--- config.mk ---
export PLATFORM = sky130hd
export DESIGN_NAME = tru_noi_tiep
export DESIGN_NICKNAME = d
export VERILOG_FILES = /design/src/rtl/tru_noi_tiep_pkg.sv /design/src/rtl/tru_1bit.sv /design/src/rtl/tru_noi_tiep.sv
export SDC_FILE = /design/constraint.sdc
export NUM_CORES = 1
export LEC_CHECK = 0
export ABC_AREA = 1
export CAP_MARGIN = 20
export CORE_UTILIZATION = 46
export DETAILED_ROUTE_END_ITERATION = 12
export PLACE_DENSITY = 0.74
export SLEW_MARGIN = 20
export SYNTH_ARGS = -nofsm -noshare
export SYNTH_HDL_FRONTEND = slang
export SYNTH_SLANG_ARGS = --single-unit
export TNS_END_PERCENT = 50
--- constraint.sdc ---
create_clock -name clk_i -period 1.16 [get_ports clk_i]
set_input_delay 0.232 -clock clk_i [delete_from_list [all_inputs] [get_ports clk_i]]
set_output_delay 0.232 -clock clk_i [all_outputs]
set_load 0.01 [all_outputs]
--- src/rtl/tru_noi_tiep_pkg.sv ---
// rtl/tru_noi_tiep_pkg.sv - shared FSM encoding and default width for the bit-serial subtractor
package tru_noi_tiep_pkg;

   localparam int TRU_N = 8;

   typedef enum logic [1:0] {
      ST_IDLE = 2'd0,
      ST_RUN  = 2'd1,
      ST_DONE = 2'd2
   } state_t;

endpackage

--- src/rtl/tru_1bit.sv ---
// rtl/tru_1bit.sv - 1-bit full-subtractor cell
module tru_1bit (
   input  logic a_i,
   input  logic b_i,
   input  logic bin_i,
   output logic d_o,
   output logic bout_o
);

   assign d_o    = a_i ^ b_i ^ bin_i;
   assign bout_o = (~a_i & b_i) | (~(a_i ^ b_i) & bin_i);

endmodule

--- src/rtl/tru_noi_tiep.sv ---
// rtl/tru_noi_tiep.sv - bit-serial N-bit subtractor, LSB first, start/done handshake
module tru_noi_tiep
   import tru_noi_tiep_pkg::*;
#(
   parameter int N = TRU_N
) (
   input  logic         clk_i,
   input  logic         rst_i,
   input  logic         start_i,
   input  logic [N-1:0] a_i,
   input  logic [N-1:0] b_i,
   output logic         busy_o,
   output logic         done_o,
   output logic [N-1:0] d_o,
   output logic         bout_o,
   output logic         ovf_o
);

   localparam int CW = $clog2(N);

   state_t         state_q, state_d;
   logic [N-1:0]   sa_q, sa_d, sb_q, sb_d, res_q, res_d, d_q, d_d;
   logic [CW-1:0]  cnt_q, cnt_d;
   logic           br_q, br_d, bout_q, bout_d, ovf_q, ovf_d;
   logic           diff, br_next, accept;

   tru_1bit u_cell (
      .a_i    (sa_q[0]),
      .b_i    (sb_q[0]),
      .bin_i  (br_q),
      .d_o    (diff),
      .bout_o (br_next)
   );

   assign accept = start_i && (state_q != ST_RUN);

   always_comb begin
      state_d = state_q;
      sa_d    = sa_q;
      sb_d    = sb_q;
      res_d   = res_q;
      br_d    = br_q;
      cnt_d   = cnt_q;
      d_d     = d_q;
      bout_d  = bout_q;
      ovf_d   = ovf_q;
      if (accept) begin
         state_d = ST_RUN;
         sa_d    = a_i;
         sb_d    = b_i;
         br_d    = 1'b0;
         cnt_d   = '0;
      end else begin
         case (state_q)
            ST_RUN: begin
               sa_d  = sa_q >> 1;
               sb_d  = sb_q >> 1;
               res_d = {diff, res_q[N-1:1]};
               br_d  = br_next;
               cnt_d = cnt_q + CW'(1);
               if (cnt_q == CW'(N - 1)) begin
                  state_d = ST_DONE;
                  d_d     = {diff, res_q[N-1:1]};
                  bout_d  = br_next;
                  // on the last step sa_q[0]/sb_q[0] are the operand sign bits
                  ovf_d   = (sa_q[0] ^ sb_q[0]) & (diff ^ sa_q[0]);
               end
            end
            default: state_d = ST_IDLE;
         endcase
      end
   end

   always_ff @(posedge clk_i) begin
      if (rst_i) begin
         state_q <= ST_IDLE;
         sa_q    <= '0;
         sb_q    <= '0;
         res_q   <= '0;
         br_q    <= 1'b0;
         cnt_q   <= '0;
         d_q     <= '0;
         bout_q  <= 1'b0;
         ovf_q   <= 1'b0;
      end else begin
         state_q <= state_d;
         sa_q    <= sa_d;
         sb_q    <= sb_d;
         res_q   <= res_d;
         br_q    <= br_d;
         cnt_q   <= cnt_d;
         d_q     <= d_d;
         bout_q  <= bout_d;
         ovf_q   <= ovf_d;
      end
   end

   assign busy_o = (state_q == ST_RUN);
   assign done_o = (state_q == ST_DONE);
   assign d_o    = d_q;
   assign bout_o = bout_q;
   assign ovf_o  = ovf_q;

endmodule

# After elaboration in Yosys (flattened, before gate mapping)
# Index checks and enable logic that the tools add are counted.
[word_totals]
out_inout_bits = 12
inputBits = 19
ff_bits = 40
[op_classes]
n_eq_ne = 5
n_mux = 7
add_sub_neg = 1
reduce_logical = 6
n_bitwise = 11
[ops]
columns = ["cell", "count"]
rows = [
  ["8-bit two-way mux", 4],
  ["1-bit NOT", 4],
  ["3-bit by 1-bit adder with 3-bit output (second input constant)", 1],
  ["1-bit bitwise AND", 3],
  ["3-bit equality test (second input constant)", 1],
  ["1-bit two-way mux", 3],
  ["3-bit by 1-bit inequality test with 1-bit output (second input constant)", 1],
  ["3-bit AND reduction", 1],
  ["3-bit OR reduction", 1],
  ["1-bit XOR", 3],
  ["2-bit by 1-bit equality test with 1-bit output (second input constant)", 1],
  ["2-bit equality test (second input constant)", 1],
  ["2-bit by 1-bit inequality test with 1-bit output (second input constant)", 1],
  ["2-bit AND reduction", 1],
  ["2-bit nonzero test", 1],
  ["2-bit OR reduction", 1],
  ["1-bit logical AND", 1],
  ["1-bit bitwise OR", 1],
]

# Logic depth before layout (Yosys ltp)
# Gate-level depths: netlist (run 1).
[logic_depth]
word_depth = 4
depth_mapped = 8

# By module
# A second synthesis (run 1) with hierarchy kept.
[hier_totals]
hier_cells = 230
area_unflattened_um2 = 1783.0
[modules_own_cells]
columns = ["mod", "cells_each", "n_inst", "seq_area_each_um2", "area_each_um2"]
rows = [
  ["tru_noi_tiep", 226, 1, 780.7, 1751.7],
  ["tru_1bit", 4, 1, 0.0, 31.3],
]

# Least setup slack after synthesis (run 1)
# Ideal clock, no wire load.
[synth_path]
kind = "reg-to-reg"
from = "reg sa_q[0]"
to = "reg ovf_q (netlist: ovf_o)"
path_stages_with_launch = 9
arrival_ps = 1201
setup_time_ps = 58
path_buffers = 0
synth_period_minus_slack_ps = 1259
setup_slack_ps = -99
path_cell_list = "dfxtp_1 inv_1 fa_1 inv_1 nand2_1 nand2_1 nor2_1 nand2_1 nand2_1"
[synth_between]
elab_chain_len = 4
[synth_lines]
columns = ["element", "line_no", "rtl"]
rows = [
  ["start, declared", "tru_noi_tiep.sv:22", "logic [N-1:0] sa_q, sa_d, sb_q, sb_d, res_q, res_d, d_q, d_d;"],
  ["start signal, assigned", "tru_noi_tiep.sv:77", "sa_q <= '0;"],
  ["start signal, assigned", "tru_noi_tiep.sv:87", "sa_q <= sa_d;"],
  ["1-bit XOR", "tru_1bit.sv:10, tru_noi_tiep.sv:66", ""],
  ["1-bit XOR", "tru_1bit.sv:10", "assign d_o = a_i ^ b_i ^ bin_i;"],
  ["1-bit XOR", "tru_noi_tiep.sv:66", "ovf_d = (sa_q[0] ^ sb_q[0]) & (diff ^ sa_q[0]);"],
  ["1-bit bitwise AND (*)", "tru_noi_tiep.sv:66", ""],
  ["end signal, assigned", "tru_noi_tiep.sv:94", "ovf_q <= ovf_d;"],
  ["end, declared", "tru_noi_tiep.sv:24", "logic br_q, br_d, bout_q, bout_d, ovf_q, ovf_d;"],
]
# Mark *: on every way between the ends. The rest lies on a longest branch, timed or not.
# A chain may end at the register's enable or synchronous reset.

# Worst setup path after layout (run 1)
[layout_path]
from = "reg br_q"
to = "reg ovf_q (netlist: ovf_o)"
[layout_between]
elab_chain_len = 3
[layout_lines]
columns = ["element", "line_no", "rtl"]
rows = [
  ["start, declared", "tru_noi_tiep.sv:24", ""],
  ["start signal, assigned", "tru_noi_tiep.sv:90", "br_q <= br_d;"],
  ["1-bit XOR", "tru_1bit.sv:10", ""],
  ["1-bit XOR", "tru_noi_tiep.sv:66", ""],
  ["1-bit bitwise AND", "tru_noi_tiep.sv:66", ""],
]
# Every way passes these cells.

==> results of run 1 <==
-- power by group through the flow --
stage	Sequential [mW]	Clock, mW	Combinational, mW
2_1_floorplan	1.45	0	0.217
3_3_place_gp	1.46	0	0.350
3_5_place_dp	1.46	0	0.355
4_1_cts	1.43	1.17	0.376
5_1_grt	1.44	1.23	0.520
6_report	1.44	1.16	0.474
-- cell type report --
class / instances / area [um2] / area share, %
Inverter: 20 / 75.1 / 3.11
Sequential cell: 39 / 800 / 33.1
Timing Repair Buffer: 52 / 527 / 21.8
Tap cell: 46 / 57.6 / 2.39
Clock inverter: 3 / 67.6 / 2.80
Clock buffer: 5 / 37.5 / 1.56
Multi-Input combinational cell: 155 / 848 / 35.2
-- logic make-up (layout without fill, tap and decap cells) --
family          after synthesis  in the layout  share of synthesized area, %
simple gates                135            136                          34.6
flops                        39             39                          46.6
buf+inv                      35             80                          10.7
compound gates               14             14                          4.18
fa+ha+maj                     4              4                          3.43
xor+xnor                      1              1                         0.522
-- timing repair --
action,4_1_cts,5_1_grt
endpoints found under the setup margin,44,39
pin swaps,2,18
setup buffers,2,2
gates resized for setup,72,37
hold endpoints to repair,0,0
cloned,2,3
-- tightest hold or removal path, delay by kind of cell --
family / cells / cell delay [ps]
AO/OA/AOI/OAI: 1 / 60
buffers and inverters: 1 / 390
AND/OR/NAND/NOR: 1 / 80
-- per-layer routing --
layer,GRT usage [%],vias to the layer above
met2,33.2,29
met1,23.2,771
li1,-,821
met4,9.30,0
met5,0,-
met3,5.84,8
-- synth_stat cells, drive strengths merged --
library cell	instances	area [um2]
inv	20	75.1
dfxtp	39	781
nand3	54	270
a21oi	6	30.0
clkbuf	1	3.75
o21ai	8	40.0
fa	1	20.0
xor2	1	8.76
nor2	19	76.3
ha	3	37.5
nand2	62	233
buf	14	101
-- stage by stage --
| stage | area (um2) | hold slack (ps) | total power [mW] |
|---|---|---|---|
| CTS | 2240 | 433 | 2.98 |
| global route | 2410 | 447 | 3.20 |
| global placement | 2070 | 432 | 1.81 |
| detailed placement | 2070 | 445 | 1.81 |
| floorplan | 1680 | 301 | 1.67 |
| finish | 2410 | 440 | 3.07 |
-- registers in the layout, indices dropped and copies added (netlist names) --
signal	count
bout_o	1
br_q	1
cnt_q	3
d_o	8
ovf_o	1
res_q	7
sa_q	8
sb_q	8
state_q	2
-- worst max path at each step --
stage,start,endpoint,cells after the start
2_1_floorplan,sa_q[0],ovf_o,8
3_3_place_gp,state_q[0],bout_o,7
3_5_place_dp,state_q[0],d_o[6],7
4_1_cts,br_q,ovf_o,7
5_1_grt,br_q,ovf_o,7
6_report,br_q,ovf_o,7
-- layout by cell type, fill, tap and decap left out --
master           instances
a21oi_1                  2
a21oi_2                  4
buf_12                   3
buf_2                   10
buf_4                   12
buf_6                    4
buf_8                    1
bufinv_16                2
clkbuf_16                3
clkbuf_4                 5
clkdlybuf4s15_2          1
clkdlybuf4s50_1         18
clkinvlp_4               1
dfxtp_1                 24
dfxtp_2                 15
fa_1                     1
ha_1                     2
ha_2                     1
inv_1                   15
inv_2                    5
nand2_1                 53
nand2_2                  5
nand2_4                  4
nand3_1                 45
nand3_2                  9
nor2_1                  16
nor2_2                   1
nor2_4                   3
o21ai_0                  6
o21ai_1                  1
o21ai_2                  1
xor2_1                   1
==> run summary, run 1 <==
The worst slew margin relative to its limit is 79.6%. The worst register-to-register path begins at br_q. The number of nets in the finished design came out at 296. The mean area per synthesized cell is 7.35 um2. Clock tree synthesis selected as its root buffer the cell clkbuf_4.

The count of final hold-check violations is 0. The clock tree synthesis step divided the H-tree into 2 levels. The vertical die dimension came out at 62.4 um. The flow ran to the end, but the final reports show violations.

The post-synthesis cell count is 228. The cell occurring most often along the worst timing path is nand2_1. The biggest fanout along the worst timing path came out at 3. After detailed routing, the met3 layer carries 135 um of wire. The post-synthesis cell type count came out at 18. The share of cells above drive strength 1 is 32.8%. The total routed wirelength came out at 4300 um. Yosys printed 0 warnings. The floorplan step set the die width to 62.4 um.

The count of nets left with antenna violations once routing finished came out at 0. Once placement completed, the tool counted placed cells totaling 305. The placement-stage worst setup slack is -203 ps. The net switching power of the design is 760 uW. Summing the sequential cell areas from Yosys gives 46.6% of the chip area. The total leakage power came out at 1.23 nW. The final instance count without filler cells is 320.

The clock transition at the register clock pins on the worst setup and hold paths after CTS is 130 ps. The detailed router finished its first iteration with 64 violations. The final cell utilization of the core is 70.6%. The synthesized design contains 39 register bits. The required time reported for the critical path endpoint came out at 1470 ps. The count of inserted antenna diode cells is 0. The area growth from synthesis to layout came out at 43.9%.

The final weighted congestion of routability-driven global placement came out at 0.722. In this run the most critical hold path is launched from b_i[7]. The floorplan row count is 21.

The final-layout fill cell count came out at 266. The final setup skew is 11.2 ps. Setup repair after global routing could not meet its margin everywhere. Combinational logic burns 15.4% of the power.

The min-delay analysis places its worst path in the category input port to flop. The total met2 wirelength after detailed routing came out at 2120 um. Once the floorplan was initialized, standard cells occupied 49.1% of the core. The number of vias per cell came out at 5.09. The netlist area before placement came out at 0.00168 mm2. The peak supply drop came out at 1060 uV. The register-to-register setup slack came out at -170 ps.

The number of cell instances on the worst register-to-register path is 7. The initial antenna violation count is 0. The kind of cell with the highest combined delay along the critical path is adder cells. For this design the top-level I/O count stands at 31.

The total half-perimeter wirelength after legalization and detailed placement is 2260 um. The endpoint identified for the worst register-to-register timing path is ovf_o. The number of global-route vias before repair was 1459.

After detailed routing, no signal wire sits above met4. Counting both buffers and inverters, the worst setup path holds a total of 1. The worst-case clock buffer depth is 2. The worst path arrival time came out at 1650 ps. Net switching is 24.8% of the power. The number of buffers created by CTS is 5. The total area inside the core boundary comes to 0.00342 mm2. Setup violations remaining at the end of the flow were counted as 21. The number of maximum-capacitance violations came out at 0. The wire length of the first global-routing pass is 6070 um. At the pin with the least slew margin, the transition time is 306 ps. The worst setup path is launched from a flop. Summed over all failing endpoints, the final setup total negative slack is -774 ps. Clock latency on the worst-skew pair, taken at its later pin, is 360 ps. The pin count of the biggest net entering global routing is 41. The total global routing track utilization came out at 19.8%. The power density over the cells came out at 1270 mW/mm2. The maximum cell stage delay along the critical path came out at 590 ps. The via count is 1629. The CTS sink count is 39.

The internal power consumption came out at 2.31 mW. The critical path is of the flop to flop type. The final cycle utilization of the critical path is 115%. The top achievable clock speed is 749 MHz. The checks that failed: negative setup slack. The TritonCTS clock tree is done. On the critical path, the stage with the largest delay is an instance of fa_1. The count of TritonRoute iterations in the first routing pass is 4. The portion of total power attributed to sequential cells came out at 46.8%. The residual DRC count is 0. The net count after synthesis came out at 251. The global route total overflow came out at 0. The cts-stage hold buffer count came out at 0. The critical path goes through fa_1 -> inv_2 -> nand2_1 -> nand2_1 -> nor2_1 -> nand2_1 -> nand2_1. The met1 layer wirelength in the final routing came out at 1970 um.

The final count of pins violating max slew is 0. The sort of element at the end of the critical path is a flop. The power share of the clock group came out at 37.7%. The worst hold path terminates at sb_q[7].

The die outline area is 0.00389 mm2. The smallest setup slack after layout came out at -175 ps. The final critical path time including I/O delays and setup came out at 1330 ps.

The cell count of the worst hold path came out at 3. Input and output buffers added on the ports amount to 30. The post-detailed-route wirelength per cell came out at 13.4 um.
Note: power is estimated with default switching activity, not from simulation.
==> run 2, diff against run 1 <==
--- a/config.mk
+++ b/config.mk
@@ -7,9 +7,10 @@
 export LEC_CHECK = 0
 export ABC_AREA = 1
 export CAP_MARGIN = 20
-export CORE_UTILIZATION = 46
+export CORE_UTILIZATION = 55
 export DETAILED_ROUTE_END_ITERATION = 12
-export PLACE_DENSITY = 0.74
+export PLACE_DENSITY = 0.83
+export SETUP_SLACK_MARGIN = 0.3
 export SLEW_MARGIN = 20
 export SYNTH_ARGS = -nofsm -noshare
 export SYNTH_HDL_FRONTEND = slang
==> constraint.sdc (replaced) <==
create_clock -name clk_i -period 1.6 [get_ports clk_i]
set_input_delay 0.32 -clock clk_i [delete_from_list [all_inputs] [get_ports clk_i]]
set_output_delay 0.32 -clock clk_i [all_outputs]
set_load 0.01 [all_outputs]
==> run summary, run 2 (synthesis results as in run 1) <==
The worst-case clock buffer depth is 2. Using the TritonRoute via totals, the vias-per-cell ratio works out to 5.13. Walking the worst path, the cells encountered are inv_2 -> fa_2 -> inv_2 -> nand2_1 -> nand2_1 -> nor2_1 -> nand2_1 -> nand2_1. The met1 track utilization from global routing is 27.1%.

The number of buffers created by CTS is 5. The post-place instance area came out at 0.00198 mm2. For hold timing, the worst endpoint is d_o[0].

In this design, the critical path's most frequently occurring cell is nand2_1. Adding up every negative setup slack in the final design gives 0 ps. The core area came out at 0.00283 mm2. The global route total overflow is 0.

The insertion delay of the later-clocked pin in the worst-skew pair came out at 340 ps. The global-route layer with the greatest usage is met2. TritonCTS built the clock tree. Max-cap violations in this run came to 0.

The floorplan row count is 19. The switching share of power came out at 24.7%. The slowest stage of the critical path belongs to the cell fa_2.

The number of cell instances on the worst register-to-register path came out at 8. The total routed wirelength came out at 3350 um. The count of routing violations after the opening detailed-route iteration is 87. Routability-driven placement finished with a final weighted congestion of 0.723. The initial antenna violation count is 0. The power density over the cells came out at 880 mW/mm2. Pin placement for this block handled 31 I/O pins.

The total global routing track utilization is 21.3%. The worst setup path is of the flop to flop kind. The final cycle utilization of the critical path is 86.7%.

Among cell families on the critical path, the largest total delay comes from adder cells. In this run the worst path has a maximum fanout of 3. The worst setup path is launched from a flop. The count of TritonRoute iterations in the first routing pass is 8. The total leakage power came out at 1.05 nW. The checks that failed: design-rule violations. The final non-filler cell area is 0.00210 mm2. The clock transition at the register clock pins on the worst setup and hold paths after CTS is 110 ps. Once the floorplan was initialized, standard cells occupied 59.3% of the core. The met3 global-route usage is 4.99%. The vertical die dimension came out at 57.2 um.

The count of final hold-check violations came out at 0. Of the cells placed in the final design, the portion with a size suffix greater than 1 is 13.0%. Leaving out fill and tap cells, the most frequent cell in the layout is nand2_1.

The run finished, with violations left. STA classifies the critical path endpoint as a flop. The tree is rooted in a clkbuf_4. The die outline area is 0.00327 mm2. The internal power consumption came out at 1.39 mW. The launch point of the worst reg-to-reg path is sa_q[0]. The number of global-route vias before repair came to 1308. The area growth from synthesis to layout is 25.4%.

The met2 routing resource usage after global routing is 34.3%. The CTS sink count is 39. The maximum level of the CTS H-tree is 2. The register-to-register setup slack is 210 ps. The repair_antennas step left the layout with diodes totalling 0. Subtracting the final worst setup slack from the clock period gives 1390 ps. The net switching power of the design came out at 457 uW. The number of routed nets with antenna violations is 0. The buffering stage count on the worst path with inverters included is 2. For the worst setup path, the data arrival time is 1680 ps.

The count of port buffers added during placement is 30. The final count of pins violating max slew came out at 0. The power share of the clock group is 30.2%. The worst-case IR drop observed on VDD is 682 uV.

The combinational power share is 13.7%. Clock skew on the completed layout was measured at 5.43 ps. The count of endpoints failing setup in the final report came out at 0. The slew of the pin with the lowest slew margin is 348 ps. After the last flow step, the layout net total stands at 284. The via count came out at 1502. Measured on the finished design, the core utilization comes to 74.3%. The wire length of the first global-routing pass came out at 5380 um. The top achievable clock speed came out at 721 MHz.

The post-detailed-route wirelength per cell is 11.4 um. The maximum cell stage delay along the critical path is 550 ps. In the layout the commonest cells are nand2_1 (60), nand3_1 (54), dfxtp_1 (36). The worst slew margin relative to its limit came out at 76.8%. In this run the most critical hold path is launched from res_q[1].

The residual DRC count came out at 4. The pin count of the biggest net entering global routing is 35. Setup repair after global routing could not meet its margin everywhere. The portion of total power attributed to sequential cells came out at 56.1%. Summed over all nets, the half-perimeter wirelength after detailed placement is 2100 um. The path class of the tightest hold or removal check is flop to flop. The worst register-to-register path ends at ovf_o. The required time reported for the critical path endpoint is 1890 ps. The horizontal die dimension is 57.2 um. The cell count of the worst hold path came out at 2.
run 2: cell type report:
cell class	count	area (um2)
timing repair buffer	40	384
fill	244	726
multi-input combinational	155	747
inverter	20	77.6
tap	31	38.8
sequential	39	787
clock buffer	8	68.8
run 2: repair_timing:
| item | in CTS | in global routing |
|---|---|---|
| hold buffers | 0 | 0 |
| pin swaps | 0 | 3 |
| gates resized for setup | 16 | 25 |
| endpoints found under the setup margin | 24 | 41 |
| gates cloned | 0 | 1 |
| buffers inserted | 0 | 3 |
run 2: worst max path at each step:
stage | slack [ps] | to | depth (start not counted) | from
global route | 130 | ovf_o | 8 | sa_q[0]
detailed placement | 60 | cnt_q[0] | 4 | start_i
global placement | 100 | cnt_q[0] | 4 | start_i
floorplan | 340 | ovf_o | 8 | sa_q[0]
finish | 210 | ovf_o | 8 | sa_q[0]
CTS | 80 | done_o | 3 | state_q[1]
run 2: power by group through the flow:
stage	Clock, mW	Sequential, mW	Combinational, mW
after CTS	0.570	1.04	0.229
after detailed placement	0	1.06	0.229
after global routing	0.619	1.05	0.281
after floorplan	0	1.05	0.158
after global placement	0	1.06	0.224
final	0.559	1.04	0.253
run 2: worst register-to-register path, delay by kind of cell, from the launching register on:
family	cells	cell delay (ps)
adders and majority gates	1	550
and+or+nand+nor	5	330
DFF	1	370
buffers and inverters	2	100
run 2: through the flow:
step,hold slack [ps],total power [mW],instances,setup slack (ps)
floorplan,389,1.21,228,341
global placement,436,1.28,281,101
detailed placement,439,1.29,281,57.6
CTS,460,1.84,289,77.8
global route,485,1.95,293,134
finish,455,1.85,293,213
run 2: routing by layer:
metal / share of wire, % / vias up
met4: 1.3 / 0
met2: 47 / 25
met5: 0 / -
li1: - / 793
met3: 3.5 / 5
met1: 48 / 679
==> run 3, diff against run 2 <==
--- a/config.mk
+++ b/config.mk
@@ -5,11 +5,12 @@
 export SDC_FILE = /design/constraint.sdc
 export NUM_CORES = 1
 export LEC_CHECK = 0
-export ABC_AREA = 1
 export CAP_MARGIN = 20
-export CORE_UTILIZATION = 55
+export CELL_PAD_IN_SITES_DETAIL_PLACEMENT = 0
+export CELL_PAD_IN_SITES_GLOBAL_PLACEMENT = 2
+export CORE_UTILIZATION = 33
 export DETAILED_ROUTE_END_ITERATION = 12
-export PLACE_DENSITY = 0.83
+export PLACE_DENSITY_LB_ADDON = 0.1
 export SETUP_SLACK_MARGIN = 0.3
 export SLEW_MARGIN = 20
 export SYNTH_ARGS = -nofsm -noshare
==> run summary, run 3 <==
The run finished with clean final reports. Summed over all nets, the half-perimeter wirelength after detailed placement is 2200 um. Across all hold checks on the routed design, the worst slack comes to 452 ps.

The number of nets in the synthesized netlist is 197. The total leakage power is 0.846 nW. For this block, the initial DRC count from the detailed router was 52. The biggest area consumer among synthesized cells is dfxtp_1. The sort of element at the end of the critical path is a flop.

The maximum level of the CTS H-tree is 2. Yosys attributes the largest share of cell area to dfxtp_1 (49%), mux2i_1 (10%), nand2_1 (7.7%), a211oi_1 (7.5%), a21oi_1 (6.3%). The mean area per synthesized cell came out at 9.19 um2.

After routing, the total negative slack on setup checks comes to 0 ps. For this run, the leading register cell type out of synthesis is dfxtp_1. The worst-case clock buffer depth came out at 2. The signal on the critical path passes through inv_2 -> fa_1 -> xor2_1 -> or3_1 -> a21oi_1. Data on the critical path arrives at its endpoint at 1700 ps. The tree is rooted in a clkbuf_8. The dominant cell by count in the synthesized netlist is dfxtp_1.

Once detail routing completed, the nets flagged for antenna violations numbered 0. The initial antenna violation count was 0. The area growth from synthesis to layout is 29.8%. The library cell used most frequently in the layout, excluding fill and tap cells, is dfxtp_1. The met3 wire length came out at 143 um.

The clock transition at the register clock pins on the worst setup and hold paths after CTS is 70 ps. The share of synthesized cell area in full adder, half adder and majority cells is 3.60%. The total met2 wirelength after detailed routing is 1510 um. The commonest cells after synthesis are dfxtp_1 (39), nand2_1 (33), a21oi_1 (20), nor2_1 (17). For this design, the slowest cell found on the critical path is fa_1. By area, the combinational part of the netlist is dominated by simple AND/OR/NAND/NOR gates. The power density over the cells is 943 mW/mm2. The synthesis warning total is 0. The worst setup path is launched from a flop.

In the layout the commonest cells are dfxtp_1 (36), nand2_1 (33), a21oi_1 (20). The post-place instance area is 0.00196 mm2. The via count came out at 1290. The finished cells cover 0.00208 mm2. The core area came out at 0.00450 mm2. The total global routing track utilization came out at 14.3%. After synthesis the cells add up to 0.00160 mm2. Data on the critical path is required at its endpoint by 1820 ps. TritonCTS built the clock tree. The portion of the post-synthesis area used by sequential elements came out at 48.8%.

The starting density of the core is 35.5%. For the final database, setup skew stands at 2.44 ps. Buffers added to address setup during post-CTS repair amount to 0. The wire length of the first global-routing pass came out at 5580 um. The final weighted congestion of routability-driven global placement came out at 0.683. The count of inserted antenna diode cells came out at 0.

The met1 layer wirelength in the final routing came out at 1710 um. At the pin with the least slew margin, the transition time is 384 ps. Measured on the finished design, the core utilization comes to 46.1%. The CTS sink count is 39. The post-synthesis cell count came out at 174.

The synthesized netlist devotes 13.8% of its cell area to compound gates. The tightest min-delay check is of the flop to flop type. The final cycle utilization of the critical path came out at 93.0%. The number of nets in the finished design came out at 229. In this design, the stage delay of the slowest critical-path cell is 460 ps.

The number of maximum-capacitance violations came out at 0. The top achievable clock speed is 672 MHz. The number of buffers created by CTS came out at 5. The count of final hold-check violations is 0.

The number of global-route vias before repair was 1223. The fraction of synthesis flops using an asynchronous set or reset pin is 0%. The worst slew margin relative to its limit is 74.4%. The area share of the largest cell type after synthesis came out at 48.8%. The synthesized netlist devotes 0.548% of its cell area to XOR and XNOR gates.

The count of endpoints failing setup in the final report came out at 0. Counting I/O delays and the setup requirement, the final critical path takes 1490 ps. The cts-stage hold buffer count is 0. The count of TritonRoute iterations in the first routing pass came out at 4. The multiplexer fraction of the synthesized cell area is 10.0%. The share of cells above drive strength 1 is 11.2%. For the worst-skew pair, the clock arrives at the later sink with an insertion delay of 280 ps.

The count of port buffers added during placement is 30. The synthesized flop and latch total is 39. The number of top-level pins is 31. The post-detailed-route wirelength per cell is 13.1 um. The highest routed metal layer is met4.

IR analysis of the VDD net gives a maximum drop of 495 uV. Setup repair after global routing could not meet its margin everywhere. The biggest fanout along the worst timing path came out at 3.

The number of flops mapped to enable cells by yosys is 0. The post-synthesis simple-gate area fraction is 17.7%. The vertical die dimension is 71.6 um.

The type of the setup path with the least slack is flop to flop. The post-synthesis cell type count is 22. The pin count of the biggest net entering global routing came out at 40.

The horizontal die dimension came out at 71.6 um. The total routed wirelength is 3380 um. The final count of pins violating max slew came out at 0. The number of vias per cell came out at 5.00. The die outline area came out at 0.00513 mm2. The global route total overflow came out at 0. The residual DRC count came out at 0. Row generation in the floorplan step produced 24 rows.
## run 3: what timing repair did
action,CTS,global route
pin swaps,1,0
gates resized for setup,13,7
cloned,0,1
endpoints found under the setup margin,26,23
## run 3: worst paths after layout
check / start / to / slack [ps] / cells past startpoint
max: sa_q[0] / ovf_o / 110 / 5
min: d_o[1] / d_o[1] / 450 / 2
max reg2reg: sa_q[0] / ovf_o / 110 / 5
min reg2reg: d_o[1] / d_o[1] / 450 / 2
## run 3: layout make-up
cell class                 count  area (um2)
clock inverter                 1        5.00
tap                           52        65.1
inverter                       2        7.51
sequential                    39         785
timing repair buffer          37         367
fill                         451        2430
clock buffer                   6        82.6
multi-input combinational    121         764
## run 3: kinds of logic (layout without fill, tap and decap cells)
group / Yosys count / count (layout)
AOI/OAI and AO/OA: 36 / 36
xor gates and xnor gates: 1 / 1
adders and majority gates: 4 / 4
buffers and inverters: 15 / 46
DFF: 39 / 39
muxes: 16 / 16
and+or+nand+nor: 63 / 64
## run 3: worst max-delay path, delay by kind of cell (launching register included)
family,cells,cell delay [ps]
buffers and inverters,1,50
xor gates and xnor gates,1,150
and+or+nand+nor,1,300
DFF,1,350
AOI/OAI and AO/OA,1,110
adders and majority gates,1,460
## run 3: stage by stage
step           setup WS, ps  total power, mW  std cells
5_1_grt                22.0             2.06        258
6_report                111             1.96        258
4_1_cts                 104             1.98        257
3_5_place_dp           73.7             1.32        250
3_3_place_gp            107             1.31        250
2_1_floorplan          96.0             1.22        174
## run 3: per-layer routing
layer / GRT usage [%] / up-vias
li1: - / 657
met1: 18.1 / 611
met2: 22.9 / 20
met3: 4.50 / 2
met4: 5.23 / 0
met5: 0 / -
## run 3: where the power goes
group,internal [mW],leakage [nW],switching (mW)
combinational,0.128,0.479,0.119
clock,0.338,0.0470,0.321
sequential,1.02,0.320,0.0313
total,1.48,0.846,0.472
